===== config.mk =====
export PLATFORM = sky130hd
export DESIGN_NAME = inject_ctrl
export DESIGN_NICKNAME = d
export VERILOG_FILES = /design/src/rtl/inject_ctrl.sv
export SDC_FILE = /design/constraint.sdc
export NUM_CORES = 1
export LEC_CHECK = 0
export CELL_PAD_IN_SITES_DETAIL_PLACEMENT = 0
export CELL_PAD_IN_SITES_GLOBAL_PLACEMENT = 1
export CORE_MARGIN = 2
export CORE_UTILIZATION = 44
export CTS_CLUSTER_DIAMETER = 50
export CTS_CLUSTER_SIZE = 16
export DETAILED_ROUTE_END_ITERATION = 16
export GPL_TIMING_DRIVEN = 0
export HOLD_SLACK_MARGIN = 0.08
export PLACE_DENSITY = 0.89
export SETUP_SLACK_MARGIN = 0.02
export SYNTH_ARGS = -nofsm -noshare
export SYNTH_HDL_FRONTEND = slang
export SYNTH_SLANG_ARGS = --single-unit
export TNS_END_PERCENT = 30

===== constraint.sdc =====
create_clock -name clk -period 7.4 [get_ports clk]
set_clock_uncertainty 0.2 [all_clocks]
set_input_delay 1.85 -clock clk [delete_from_list [all_inputs] [get_ports clk]]
set_output_delay 1.85 -clock clk [all_outputs]
set_load 0.1 [all_outputs]

===== src/rtl/inject_ctrl.sv =====
// Local-node injection/ejection controller for brouter port 4: queues core flits,
// presents the head flit when the router permits, and registers ejected flits.
`ifndef DATA_W
`define DATA_W    16
`define CONTROL_W 17
`define VALID_F   0
`define DEST_F    4:1
`define SRC_F     8:5
`define AGE_F     16:9
`endif

module inject_ctrl #(
   parameter logic [3:0] addr         = 4'b0101,
   parameter int         DEPTH        = 4,
   parameter int         AGE_W        = 8,
   parameter int         STARVE_LIMIT = 16
) (
   input  logic                   clk,
   input  logic                   rst,
   input  logic                   enq_valid,
   output logic                   enq_ready,
   input  logic [3:0]             enq_dest,
   input  logic [`DATA_W-1:0]     enq_data,
   input  logic                   port4_ready,
   output logic [`CONTROL_W-1:0]  port4_ci,
   output logic [`DATA_W-1:0]     port4_di,
   input  logic [`CONTROL_W-1:0]  port4_co,
   input  logic [`DATA_W-1:0]     port4_do,
   output logic                   ej_valid,
   output logic [`CONTROL_W-1:0]  ej_ctrl,
   output logic [`DATA_W-1:0]     ej_data,
   output logic                   starved,
   output logic [15:0]            inj_count
);

   localparam int          PW    = $clog2(DEPTH);
   localparam logic [15:0] LIMIT = 16'(STARVE_LIMIT);

   logic [PW:0]         wr_ptr, rd_ptr;
   logic [3:0]          dest_mem [DEPTH];
   logic [`DATA_W-1:0]  data_mem [DEPTH];
   logic [AGE_W-1:0]    wait_cnt;
   logic [15:0]         blk_cnt, blk_nxt;
   logic                empty, full, push, fire;

   assign empty     = (wr_ptr == rd_ptr);
   assign full      = (wr_ptr[PW] != rd_ptr[PW]) && (wr_ptr[PW-1:0] == rd_ptr[PW-1:0]);
   assign enq_ready = ~full;
   assign push      = enq_valid & ~full;
   assign fire      = ~empty & port4_ready;

   // Storage is deliberately left out of reset; the pointers alone define occupancy.
   always_ff @(posedge clk) begin
      if (push) begin
         dest_mem[wr_ptr[PW-1:0]] <= enq_dest;
         data_mem[wr_ptr[PW-1:0]] <= enq_data;
      end
   end

   always_comb begin
      port4_ci = '0;
      if (fire) begin
         port4_ci[`VALID_F] = 1'b1;
         port4_ci[`DEST_F]  = dest_mem[rd_ptr[PW-1:0]];
         port4_ci[`SRC_F]   = addr;
         port4_ci[`AGE_F]   = wait_cnt;
      end
   end

   assign port4_di = empty ? '0 : data_mem[rd_ptr[PW-1:0]];

   always_comb begin
      blk_nxt = blk_cnt;
      if (empty || fire)        blk_nxt = '0;
      else if (blk_cnt != '1)   blk_nxt = blk_cnt + 16'd1;
   end

   always_ff @(posedge clk or negedge rst) begin
      if (!rst) begin
         wr_ptr    <= '0;
         rd_ptr    <= '0;
         wait_cnt  <= '0;
         blk_cnt   <= '0;
         starved   <= 1'b0;
         inj_count <= '0;
         ej_valid  <= 1'b0;
         ej_ctrl   <= '0;
         ej_data   <= '0;
      end else begin
         if (push) wr_ptr <= wr_ptr + 1'b1;
         if (fire) begin
            rd_ptr    <= rd_ptr + 1'b1;
            inj_count <= inj_count + 16'd1;
         end
         // Age counts cycles at the head; a pop hands a fresh head a zero stamp.
         if (empty || fire)       wait_cnt <= '0;
         else if (wait_cnt != '1) wait_cnt <= wait_cnt + 1'b1;
         blk_cnt  <= blk_nxt;
         starved  <= (blk_nxt >= LIMIT);
         ej_valid <= port4_co[`VALID_F];
         ej_ctrl  <= port4_co;
         ej_data  <= port4_do;
      end
   end

endmodule


; After elaboration in Yosys (flattened, before gate mapping)
; Memory sizes are Yosys's and may differ from the RTL's.
; Cells that the tools add are included.
[totals]
register_bits = 81
ramBits = 80
elab_cells = 37
memories = 2
[classes]
addsub = 5
n_lt_le_gt_ge = 1
eq_ne = 5
mux = 8
bitwise = 4
reduce_logical = 3
[memory_table]
columns = memory, depth, width, rd, rd_ports_with_merged_regs, wr, line
row1 = data_mem, 4, 16, 1, 0, 1, 41  ; logic [`DATA_W-1:0] data_mem [DEPTH];
row2 = dest_mem, 4, 4, 1, 0, 1, 40  ; logic [3:0] dest_mem [DEPTH];
[op_table]
columns = op, count
row1 = $mux W16, 3
row2 = $add A16 B1 Y16 const B, 2
row3 = $mux W17, 1
row4 = $ge A16 B5 Y1 const B, 1
row5 = $mux W8, 2
row6 = $ne A16 B16 Y1 const B, 1
row7 = $add A8 B1 Y8 const B, 1
row8 = $ne A8 B8 Y1 const B, 1
row9 = $add A3 B1 Y3 const B, 2
row10 = $eq A3 B3 Y1, 1
row11 = $and A1 B1 Y1, 2
row12 = $eq A2 B2 Y1, 1
row13 = $mux W1, 2
row14 = $not A1 Y1, 2
row15 = $reduce_bool A2 Y1, 1
row16 = $logic_and A1 B1 Y1, 1
row17 = $logic_or A1 B1 Y1, 1
row18 = $ne A1 B1 Y1, 1

; Longest topological paths before layout
; Gate-level depths: netlist (run 1).
[depth]
depth_word = 6
mapped_depth = 7
ltp_nobuf = 7

; Worst setup path before layout (run 1)
; OpenSTA, ideal clock, no wires.
[synth_timing]
kind = input port to output port
startpoint = in port4_ready
endpoint = out port4_ci[1]
arrival_time_ps = 3479
required_ps = 5350
path_slack_ps = 1871
stages = 3
n_path_buf = 1
path_cell_list = o31ai_1 > buf_2 > nor2b_1
[synth_between]
elab_chain_cells = 2
[synth_rtl]
columns = element, line
row1 = "start, declared", 24  ; input logic port4_ready,
row2 = $and A1 B1 Y1, 50  ; assign fire = ~empty & port4_ready;
row3 = $mux W17, 62  ; if (fire) begin
row4 = "end, declared", 25  ; output logic [`CONTROL_W-1:0] port4_ci,
; Every way passes these cells.

; Final worst setup path (run 1)
[layout_timing]
startpoint = in port4_ready
endpoint = out port4_ci[13]
[layout_between]
elab_chain_cells = 2
[layout_rtl]
columns = element, line
row1 = $and A1 B1 Y1, 50
row2 = named net fire, 44  ; logic empty, full, push, fire;
row3 = $mux W17, 62
; The timed path passes the listed nets, and every way through them passes these cells.

==> metrics.md, run 1 <==
| Metric | Value |
|---|---|
| Area leader, netlist | edfxtp_1 |
| Final setup violation count | 0 |
| Fmax | approximately 150 MHz |
| Syn_area_per_cell | between 15 and 20 um^2 |
| DR vias | ~4.0k |
| Mapped Cells | slightly above 400 |
| Total GRT Usage | 0.177 |
| Hold Path End | wr_ptr[2]$_DFFE_PN0P_ |
| Register area share after synthesis | 0.690 |
| Total gr overflow | 0 |
| Final Instance Count excl. Fillers | just under 800 |
| Sum of negative setup slack | 0 ps |
| Clock Path Buffers | 2 |
| Antenna Nets Post-Route | 0 |
| Drc violations | 0 |
| Hpwl dp | between 9000 and 10,000 um |
| Met2 wire len | around 6300 um |
| Setup repair bufs after CTS | 0 |
| Minimum clock period | 6560 ps |
| RR Endpoint | dest_mem[3][2]$_DFFE_PP_ |
| Die W | approximately 120 um |
| Die Y | about 120 um |
| Post-cts resize count | 0 |
| Hold path cells | 1 |
| Placed Cells | about 740 |
| CTS tree | yes |
| CP top delay family | buffers and inverters |
| Final hold violation count | 0 |
| Post-synth ARST share | 0.500 |
| Cells along the critical path | clkdlybuf4s50_1, o31ai_1, buf_2, inv_1, buf_2, and2_1, clkdlybuf4s50_1 |
| R2r startpoint | rd_ptr[1]$_DFFE_PN0P_ |
| Relative slew margins | 0.256 |
| Crit path arrival time | approximately 4500 ps |
| Worst r2r path cells | 4 |
| Placer congestion estimate | 0.797 |
| Met3 WL | 916 um |
| Post-synth EDFFs | 80 |
| Die footprint | around 15,000 um^2 |
| Iteration-0 DRC Markers | 168 |
| Worst hold path type | reg -> reg |
| Core Box Area | between 10,000 and 15,000 um^2 |
| Max FO, Critical Path | 12 |
| Cts hold-fix bufs | 0 |
| H-tree levels | 4 |
| Number of vias per cell | about 5.1 |
| Post-Syn Area | between 6000 and 7000 um^2 |
| Synth unique cells | between 40 and 50 |
| Nature of the critical path startpoint | primary input |
| Register-to-register setup slack | between 4000 and 5000 ps |
| Layout cells sized above 1 | 0.128 |
| Clk_lat worst skew | ~420 ps |
| PwrDens | ~460 nW/um^2 |
| HP Start | wr_ptr[2]$_DFFE_PN0P_ |
| FF+latch count, synth | between 150 and 200 |
| Crit-path slowest cell | clkdlybuf4s50_1 |
| Critical path buffer and inverter count | 5 |
| Initial antenna violation count | 0 |
| I/O pins | about 140 |
| Status | finished clean |
| Reg clk slew, reported paths | ~60 ps |
| First-pass GRT wire length | roughly 21,000 um |
| Critical path class | in -> out |
| Pin count of the biggest net entering global routing | 46 |
| Core Rows | between 40 and 50 |
| Number of global-route vias before repair | about 4k |
| Worst-Margin Slew | 1120 ps |
| Initial Util | 0.444 |
| Required @ worst endpoint | 5350 ps |
| Final wirelength | between 10,000 and 15,000 um |
| CTS Buf Count | 17 |
| Peak supply drop | 0.496 mV |
| Wire length on met1 | 5630 um |
| Top cells by area, synth | edfxtp_1 38%, dfrtp_1 31%, mux4_2 7.1% |
| Max incr delay on CP | around 1100 ps |
| RSZ-0062 raised after global routing | false |
| Clock root cell | clkbuf_16 |
| Crit path capture type | primary output |
| Ant diodes | 0 |
| Ys Warns | 0 |
| Leakage power figure | roughly 3.3 nW |
| Top sig layer | met4 |
| Port bufs | 139 |
| Period utilization | 0.887 |
| Per-cell routed wire length | 16.9 um |
| Synth top area share | 0.376 |
| DRT Pass-1 Iters | 4 |
| Synth-to-layout area growth | 34.4% |
| CTS Sinks | between 150 and 200 |
| NumNets Final | ~640 |
| Max-slew violations | 0 |
| Top FF cell, synth | edfxtp_1 |
| Max Cap Viol | 0 |
-- report_power, final --
group | internal (mW) | switching, mW | leakage, nW
sequential | 1.11 | 0.0805 | 1.74
combinational | 0.493 | 1.41 | 1.33
clock | 0.492 | 0.330 | 0.272
total | 2.09 | 1.82 | 3.34
-- logic make-up (layout without fill, tap and decap cells) --
kind of cell / after synthesis / count (layout) / synth area share
adder cells (fa/ha/maj): 8 / 8 / 0.0157
AND/OR/NAND/NOR: 138 / 138 / 0.124
flip-flops: 160 / 160 / 0.690
AO/OA/AOI/OAI: 26 / 26 / 0.0270
buffers and inverters: 25 / 196 / 0.0227
multiplexers: 23 / 23 / 0.0752
XOR/XNOR: 32 / 32 / 0.0451
other: 1 / 2 / 0.000587
-- cell usage in the layout, fill, tap and decap left out, types with 3 or more instances in the layout --
master and n:
clkdlybuf4s50_1 138, dfrtp_1 80, edfxtp_1 80, nor2_1 30
nor2b_1 23, mux4_2 20, nand2_1 19, xnor2_1 19
clkbuf_16 17, nand3_1 16, xor2_1 12, and2_1 10
and3_1 10, clkbuf_1 8, buf_4 8, ha_1 8
buf_2 7, nand4_1 7, o21ai_0 7, a31oi_1 6
nor3_1 5, inv_1 5, clkinv_2 5, a21oi_1 3
and4_1 3, mux2i_1 3
-- layer usage --
layer | GRT usage | up-vias
met4 | 0.0522 | 0
met1 | 0.224 | 1972
li1 | - | 1824
met2 | 0.281 | 153
met3 | 0.0730 | 10
met5 | 0 | -
-- cell usage after synthesis, types with 3 or more instances --
library cell	n
a21oi_1	3
mux2i_1	3
dfrtp_1	80
ha_1	8
o21ai_0	7
nand4_1	7
xnor2_1	19
and4_1	3
buf_4	7
and2_1	10
nand2_1	19
xor2_1	12
nor2b_1	23
and3_1	10
mux4_2	20
nor2_1	30
inv_1	5
nor3_1	5
buf_2	7
a31oi_1	6
edfxtp_1	80
nand3_1	16
clkbuf_1	5
-- area by class of cell --
| class | instances | area [um^2] |
|---|---|---|
| clock inverters | 11 | 114 |
| clock buffers | 20 | 437 |
| multi-input cells | 229 | 1840 |
| inverters | 5 | 18.8 |
| plain buffers | 20 | 126 |
| repair buffers | 140 | 1410 |
| well taps | 184 | 230 |
| flip-flops and latches | 160 | 4400 |
| fillers | 1075 | 5790 |
-- worst register-to-register path, stage by stage (launching register included) --
cell,delay [ps]
dfrtp_1,450
xor2_1,310
nor2_1,80
nand2_1,150
and3_1,920
-- how the worst max path moves through the flow --
stage                     start            to  slack [ps]  depth (start not counted)
CTS                 port4_ready  port4_ci[13]         780                          7
global route        port4_ready  port4_ci[13]         730                          7
global placement    port4_ready  port4_ci[15]         800                          7
floorplan           port4_ready   port4_ci[1]        1870                          3
finish              port4_ready  port4_ci[13]         840                          7
detailed placement  port4_ready  port4_ci[15]         800                          7
-- sequential cells by signal (all words and copies together) (netlist names) --
signal / count
wait_cnt: 8
inj_count: 16
rd_ptr: 3
blk_cnt: 16
wr_ptr: 3
ej_data: 16
starved: 1
data_mem: 64
dest_mem: 16
ej_ctrl: 17
-- per-stage QoR --
| stage | power, mW | hold slack (ps) | worst slack [ps] | util | cell area [um^2] |
|---|---|---|---|---|---|
| floorplan | 2.66 | 254 | 1870 | - | 6390 |
| global placement | 3.10 | 272 | 800 | 0.557 | 8010 |
| detailed placement | 3.12 | 275 | 801 | 0.559 | 8030 |
| CTS | 3.95 | 287 | 783 | 0.597 | 8580 |
| global route | 4.07 | 315 | 726 | 0.597 | 8580 |
| finish | 3.91 | 283 | 838 | 0.597 | 8580 |
No activity file was read; power rests on OpenSTA's default activity.
==> run 2: changes to the inputs <==
- ABC_AREA: not set -> 1
- CORE_UTILIZATION: 44 -> 43
- PLACE_DENSITY: 0.89 -> 0.91
==> run 2 against run 1 <==
Compared with the run above:
- global-route usage up 1.6 points
- critical path type unchanged
- power up 11%
- die area up 8.4%
- critical path depth down 1
- fmax up 4.6%
- synthesized area up 6.3%
- clock power up 0.9%
- first-iteration DRC count up 46%
- setup slack better by 290 ps
==> metrics.md, run 2 <==
| Metric | Value |
|---|---|
| Fillcell total | ~1.3k |
| Layout cells sized above 1 | 0.0988 |
| Core Rows | 45 |
| NumNets Final | between 800 and 900 |
| Synth Area in XOR/XNOR | 0.0334 |
| Flop pwr share | 0.277 |
| Nature of the critical path startpoint | primary input |
| CTS Buf Count | 17 |
| Post-synthesis simple-gate area fraction | 0.166 |
| Critical path class | in -> out |
| Register-to-register setup slack | ~5000 ps |
| Comb pwr share | 0.532 |
| Worst path most repeated cell | clkdlybuf4s50_1 |
| Setup crit start | port4_ready |
| Crit path arrival time | 4230 ps |
| Sequential Area | between 4000 and 5000 um^2 |
| Commonest non-fill, non-tap cells in the layout | 138 x clkdlybuf4s50_1, 96 x nand2_1, 85 x nor2_1 |
| Post-cts resize count | 0 |
| Initial antenna violation count | 0 |
| Sw power | 2.20 mW |
| Crit-path slowest cell | clkdlybuf4s50_1 |
| Status | finished clean |
| Final wirelength | between 15,000 and 20,000 um |
| Top cells by area, synth | edfxtp_1 35%, dfrtp_1 30%, nand2_1 5.3% |
| DR vias | around 5.0k |
| DRT Pass-1 Iters | 5 |
| Placed Area | 8580 um^2 |
| Die footprint | 16,800 um^2 |
| Synth-to-layout area growth | 34.8% |
| WP depth | 6 |
| Worst-Margin Slew | 1020 ps |
| Required @ worst endpoint | between 5000 and 6000 ps |
| Minimum clock period | roughly 6300 ps |
| Relative slew margins | 0.320 |
| PwrDens | between 400 and 500 nW/um^2 |
| Crit path capture type | primary output |
| Top FF cell, synth | edfxtp_1 |
| Max incr delay on CP | roughly 1200 ps |
| Cts hold-fix bufs | 0 |
| Clk_lat worst skew | 420 ps |
| Port bufs | between 100 and 150 |
| Max FO, Critical Path | 10 |
| Fmax | roughly 160 MHz |
| Count leader, synth | nand2_1 |
| Post-route cell area | ~9100 um^2 |
| Total gr overflow | 0 |
| Register area share after synthesis | 0.649 |
| Placer congestion estimate | 0.832 |
| Ys Warns | 0 |
| Final setup violation count | 0 |
| RR Endpoint | data_mem[3][12]$_DFFE_PP_ |
| Cells along the critical path | clkdlybuf4s50_1, nand2_4, buf_6, buf_2, nor2_1, clkdlybuf4s50_1 |
| Number of global-route vias before repair | a little over 5k |
| CTS tree | yes |
| Worst r2r path cells | 5 |
| Clk network pwr share | 0.191 |
| Max Cap Viol | 0 |
| Post-Syn Area | around 6800 um^2 |
| Sum of negative setup slack | 0 ps |
| Max-slew violations | 0 |
| Clock Path Buffers | 2 |
| Total GRT Usage | 0.193 |
| Peak supply drop | ~0.47 mV |
| R2r startpoint | rd_ptr[2]$_DFFE_PN0P_ |
| Pin count of the biggest net entering global routing | 44 |
| Reg clk slew, reported paths | 60 ps |
| Die W | roughly 130 um |
| Clock root cell | clkbuf_16 |
| Iteration-0 DRC Markers | between 200 and 250 |
| Antenna Nets Post-Route | 0 |
| Sw Ratio | 0.507 |
| Area of the multi-input gates | approximately 1900 um^2 |
| CP top delay family | buffers and inverters |
| Hpwl dp | 10,900 um |
| Worst setup path endpoint | port4_ci[16] |
| Worst hold path type | reg -> reg |
| Mapped Cells | about 630 |
| Ant diodes | 0 |
| CTS Sinks | 160 |
| Period utilization | 0.848 |
| I/O pins | ~140 |
| Adder-cell area share of the yosys netlist | 0.0148 |
| Area leader, netlist | edfxtp_1 |
| Leakage power figure | approximately 3.8 nW |
| Mux contribution to synthesized area | 0 |
| Setup repair bufs after CTS | 0 |
| Drc violations | 0 |
| RSZ-0062 raised after global routing | false |
| Per-cell routed wire length | 15.3 um |
| Int Power | between 2 and 2.5 mW |
| Most common cell after layout, fill and taps aside | clkdlybuf4s50_1 |
| HP Start | inj_count[15]$_DFFE_PN0P_ |
| Initial Util | 0.443 |
| Syn_area_per_cell | around 11 um^2 |
| Synth top area share | 0.354 |
| Core Box Area | between 15,000 and 20,000 um^2 |
| Post-synth top cells | 96 x nand2_1, 89 x nor2_1, 80 x dfrtp_1, 80 x edfxtp_1, 78 x inv_1 |
| H-tree levels | 4 |
| FF+latch count, synth | 160 |
| Number of vias per cell | approximately 4.9 |
| Main combinational cell family by area after synthesis | simple AND/OR/NAND/NOR gates |
| Post-synth ARST share | 0.500 |
| Complex-gate fraction of the synthesized area | 0.0675 |
| Final hold violation count | 0 |
| Post-synth EDFFs | 80 |
| Synth unique cells | 37 |
| Critical path buffer and inverter count | 4 |
| First-pass GRT wire length | between 20,000 and 25,000 um |
| Die Y | between 100 and 150 um |
| Max FFs per register | 64 |
run 2: changes by cell type in the layout (fill, tap and decap cells not counted), moves of 20 or more:
| cell | previous run | this run |
|---|---|---|
| inv_1 | 5 | 78 |
| mux4_2 | 20 | 0 |
| nand2_1 | 19 | 96 |
| nor2_1 | 30 | 85 |
| nor2b_1 | 23 | 0 |
| o21ai_0 | 7 | 50 |
run 2: worst min path at each step:
stage	end	slack, ps	cells after the start
final	inj_count[15]$_DFFE_PN0P_	300	2
after global routing	inj_count[15]$_DFFE_PN0P_	350	2
after CTS	inj_count[15]$_DFFE_PN0P_	310	2
after detailed placement	inj_count[15]$_DFFE_PN0P_	290	2
after global placement	inj_count[15]$_DFFE_PN0P_	280	2
after floorplan	wait_cnt[2]$_DFFE_PN0P_	290	1
run 2: metal layers:
metal | track usage | vias up | wire (um)
met4 | 0.0715 | 0 | 235
li1 | - | 2401 | -
met5 | 0 | - | 0
met3 | 0.0409 | 21 | 613
met2 | 0.331 | 135 | 8260
met1 | 0.242 | 2401 | 6510
run 2: through the flow:
stage / hold WS [ps] / util / cells / setup slack [ps] / total power, mW
2_1_floorplan: 285 / - / 634 / 1660 / 2.91
3_3_place_gp: 275 / 0.551 / 984 / 1130 / 3.44
3_5_place_dp: 290 / 0.560 / 989 / 1130 / 3.52
4_1_cts: 305 / 0.597 / 1021 / 1130 / 4.36
5_1_grt: 346 / 0.597 / 1021 / 1090 / 4.52
6_report: 299 / 0.597 / 1021 / 1120 / 4.33
run 2: area by class of cell:
type / instances / area share
sequential: 160 / 0.482
multi-input combinational: 367 / 0.211
timing repair buffer: 144 / 0.166
clock buffer: 17 / 0.0465
inverter: 81 / 0.0335
tap: 211 / 0.0289
buffer: 26 / 0.0171
clock inverter: 15 / 0.0149
run 2: kinds of logic (layout without fill, tap and decap cells):
group	after synthesis	after routing
other	1	2
XOR/XNOR	22	22
adder cells (fa/ha/maj)	8	8
AND/OR/NAND/NOR	252	252
buffers and inverters	107	283
flip-flops	160	160
AO/OA/AOI/OAI	83	83
run 2: power by group through the flow:
stage                     clock network (mW)  registers, mW  logic (mW)
final                                  0.829           1.20        2.30
after global routing                   0.883           1.22        2.42
after CTS                              0.844           1.20        2.31
after detailed placement                   0           1.22        2.31
after global placement                     0           1.21        2.22
after floorplan                            0           1.43        1.48
run 2: worst register-to-register path: stages (launching register included):
cell and delay (ps):
dfrtp_1 420, xnor2_2 230, nand3b_1 200, nand2_1 240, nor2_2 570, buf_16 230
==> run 3: changes to the inputs <==
- CORE_UTILIZATION: 43 -> 36
- PLACE_DENSITY: 0.91 -> 0.81
- clock period: 7.4 -> 5.7 ns (I/O delays scaled with it)
==> run 3 against run 2 <==
Compared with the run above:
- via count is 3.6% lower
- first-iteration DRC count is 17% higher
- utilization is 10 points lower
- combinational power is 29% higher
- setup slack worse by 920 ps
- die area is 19% higher
==> metrics.md, run 3 (synthesis gave the netlist of run 2 again) <==
| Metric | Value |
|---|---|
| Initial antenna violation count | 0 |
| Critical path class | in -> out |
| Relative slew margins | 0.318 |
| Total GRT Usage | 0.158 |
| Port bufs | 139 |
| Setup repair bufs after CTS | 0 |
| Comb pwr share | 0.526 |
| Critical path buffer and inverter count | 4 |
| Clk network pwr share | 0.198 |
| Sequential Area | about 4400 um^2 |
| Final setup violation count | 0 |
| Placer congestion estimate | roughly 0.75 |
| Per-cell routed wire length | between 10 and 15 um |
| Number of global-route vias before repair | 4,695 |
| Placed Area | about 8600 um^2 |
| Die footprint | 20,000 um^2 |
| Clk_lat worst skew | ~420 ps |
| Period utilization | 0.965 |
| PwrDens | 614 nW/um^2 |
| Initial Util | 0.365 |
| Layout cells sized above 1 | 0.0988 |
| Fmax | about 180 MHz |
| Synth-to-layout area growth | 35.1% |
| Max FO, Critical Path | 10 |
| Sw Ratio | 0.502 |
| Post-cts resize count | 0 |
| Drc violations | 0 |
| Core Box Area | 18,600 um^2 |
| CTS tree | yes |
| Final wirelength | roughly 16,000 um |
| Peak supply drop | about 0.64 mV |
| Hold slack | ~300 ps |
| Crit path capture type | primary output |
| DR vias | ~4.8k |
| Sum of negative setup slack | 0 ps |
| Final Instance Count excl. Fillers | between 1k and 1.5k |
| Nature of the critical path startpoint | primary input |
| Reg clk slew, reported paths | 60 ps |
| Die Y | between 100 and 150 um |
| Iteration-0 DRC Markers | roughly 290 |
| First-pass GRT wire length | roughly 24,000 um |
| Number of vias per cell | between 4 and 5 |
| Clock Path Buffers | 2 |
| Hpwl dp | between 10,000 and 15,000 um |
| Max-slew violations | 0 |
| RSZ-0062 raised after global routing | false |
| Sw power | roughly 2.8 mW |
| Int Power | between 2 and 3 mW |
| Ant diodes | 0 |
| Final hold violation count | 0 |
| Minimum clock period | ~5500 ps |
| Crit path arrival time | slightly below 4000 ps |
| Commonest non-fill, non-tap cells in the layout | 138 x clkdlybuf4s50_1, 96 x nand2_1, 85 x nor2_1 |
| CTS Sinks | between 150 and 200 |
| Antenna Nets Post-Route | 0 |
| CTS Buf Count | 17 |
| Required @ worst endpoint | ~4000 ps |
| Max Cap Viol | 0 |
| Status | finished clean |
| H-tree levels | 4 |
| Max FFs per register | between 60 and 70 |
| Worst hold path type | reg -> reg |
| Total gr overflow | 0 |
| CP top delay family | buffers and inverters |
| Fillcell total | approximately 1.7k |
| Worst path most repeated cell | clkdlybuf4s50_1 |
| NumNets Final | about 860 |
| Flop pwr share | 0.277 |
| Post-Place Worst Slack | roughly 200 ps |
| Crit-path slowest cell | clkdlybuf4s50_1 |
| Cts hold-fix bufs | 0 |
| DRT Pass-1 Iters | 5 |
| Placed Cells | around 1k |
| Register-to-register setup slack | 3260 ps |
| Final setup margin | 202 ps |
| Core Rows | 50 |
| Clock root cell | clkbuf_16 |
| Pin count of the biggest net entering global routing | 70 |
| Die W | 141 um |
| Area of the multi-input gates | about 1900 um^2 |
| Post-route cell area | just over 9000 um^2 |
| I/O pins | 142 |
| Cells along the critical path | clkdlybuf4s50_1, nand2_4, buf_6, buf_2, a21oi_1, clkdlybuf4s50_1 |
| Worst-Margin Slew | approximately 1000 ps |
| Most common cell after layout, fill and taps aside | clkdlybuf4s50_1 |
| Leakage power figure | 3.83 nW |
| Max incr delay on CP | 1190 ps |
==> run 3: metrics by stage <==
stage | power [mW] | utilization
final | 5.63 | 0.493
after global placement | 4.49 | 0.456
after global routing | 5.88 | 0.493
after CTS | 5.68 | 0.493
after floorplan | 3.78 | -
after detailed placement | 4.55 | 0.462
==> run 3: layout make-up <==
cell class,instances,area share
flip-flops and latches,160,0.481
multi-input cells,367,0.211
repair buffers,144,0.162
clock buffers,17,0.0464
inverters,81,0.0334
well taps,234,0.0319
clock inverters,15,0.0175
plain buffers,26,0.0171
==> run 3: power groups by stage <==
stage / combinational (mW) / clock, mW / sequential [mW]
2_1_floorplan: 1.92 / 0 / 1.86
3_3_place_gp: 2.91 / 0 / 1.58
3_5_place_dp: 2.97 / 0 / 1.58
4_1_cts: 2.98 / 1.14 / 1.56
5_1_grt: 3.11 / 1.19 / 1.58
6_report: 2.96 / 1.11 / 1.56
==> run 3: worst reg2reg max path, cell delays in order (launching register included) <==
cell	delay, ps
dfrtp_1	410
xnor2_2	230
nand3b_1	210
nand2_1	250
nor2_2	610
buf_16	240
==> run 3: worst paths after layout <==
kind | startpoint | endpoint | cells past startpoint
setup / recovery | port4_ready | port4_ci[4] | 6
hold / removal | inj_count[15]$_DFFE_PN0P_ | inj_count[15]$_DFFE_PN0P_ | 2
setup reg to reg | rd_ptr[2]$_DFFE_PN0P_ | data_mem[3][2]$_DFFE_PP_ | 5
hold reg to reg | inj_count[15]$_DFFE_PN0P_ | inj_count[15]$_DFFE_PN0P_ | 2
max in group asynchronous | rst | wait_cnt[2]$_DFFE_PN0P_ | 2
min in group asynchronous | rst | blk_cnt[12]$_DFF_PN0_ | 1
==> run 3: routing by layer <==
| layer | track usage | share of wire | vias up |
|---|---|---|---|
| met5 | 0 | 0 | - |
| met4 | 0.0442 | 0.0073 | 0 |
| met1 | 0.209 | 0.46 | 2295 |
| met3 | 0.0304 | 0.028 | 8 |
| met2 | 0.266 | 0.51 | 75 |
| li1 | - | - | 2401 |
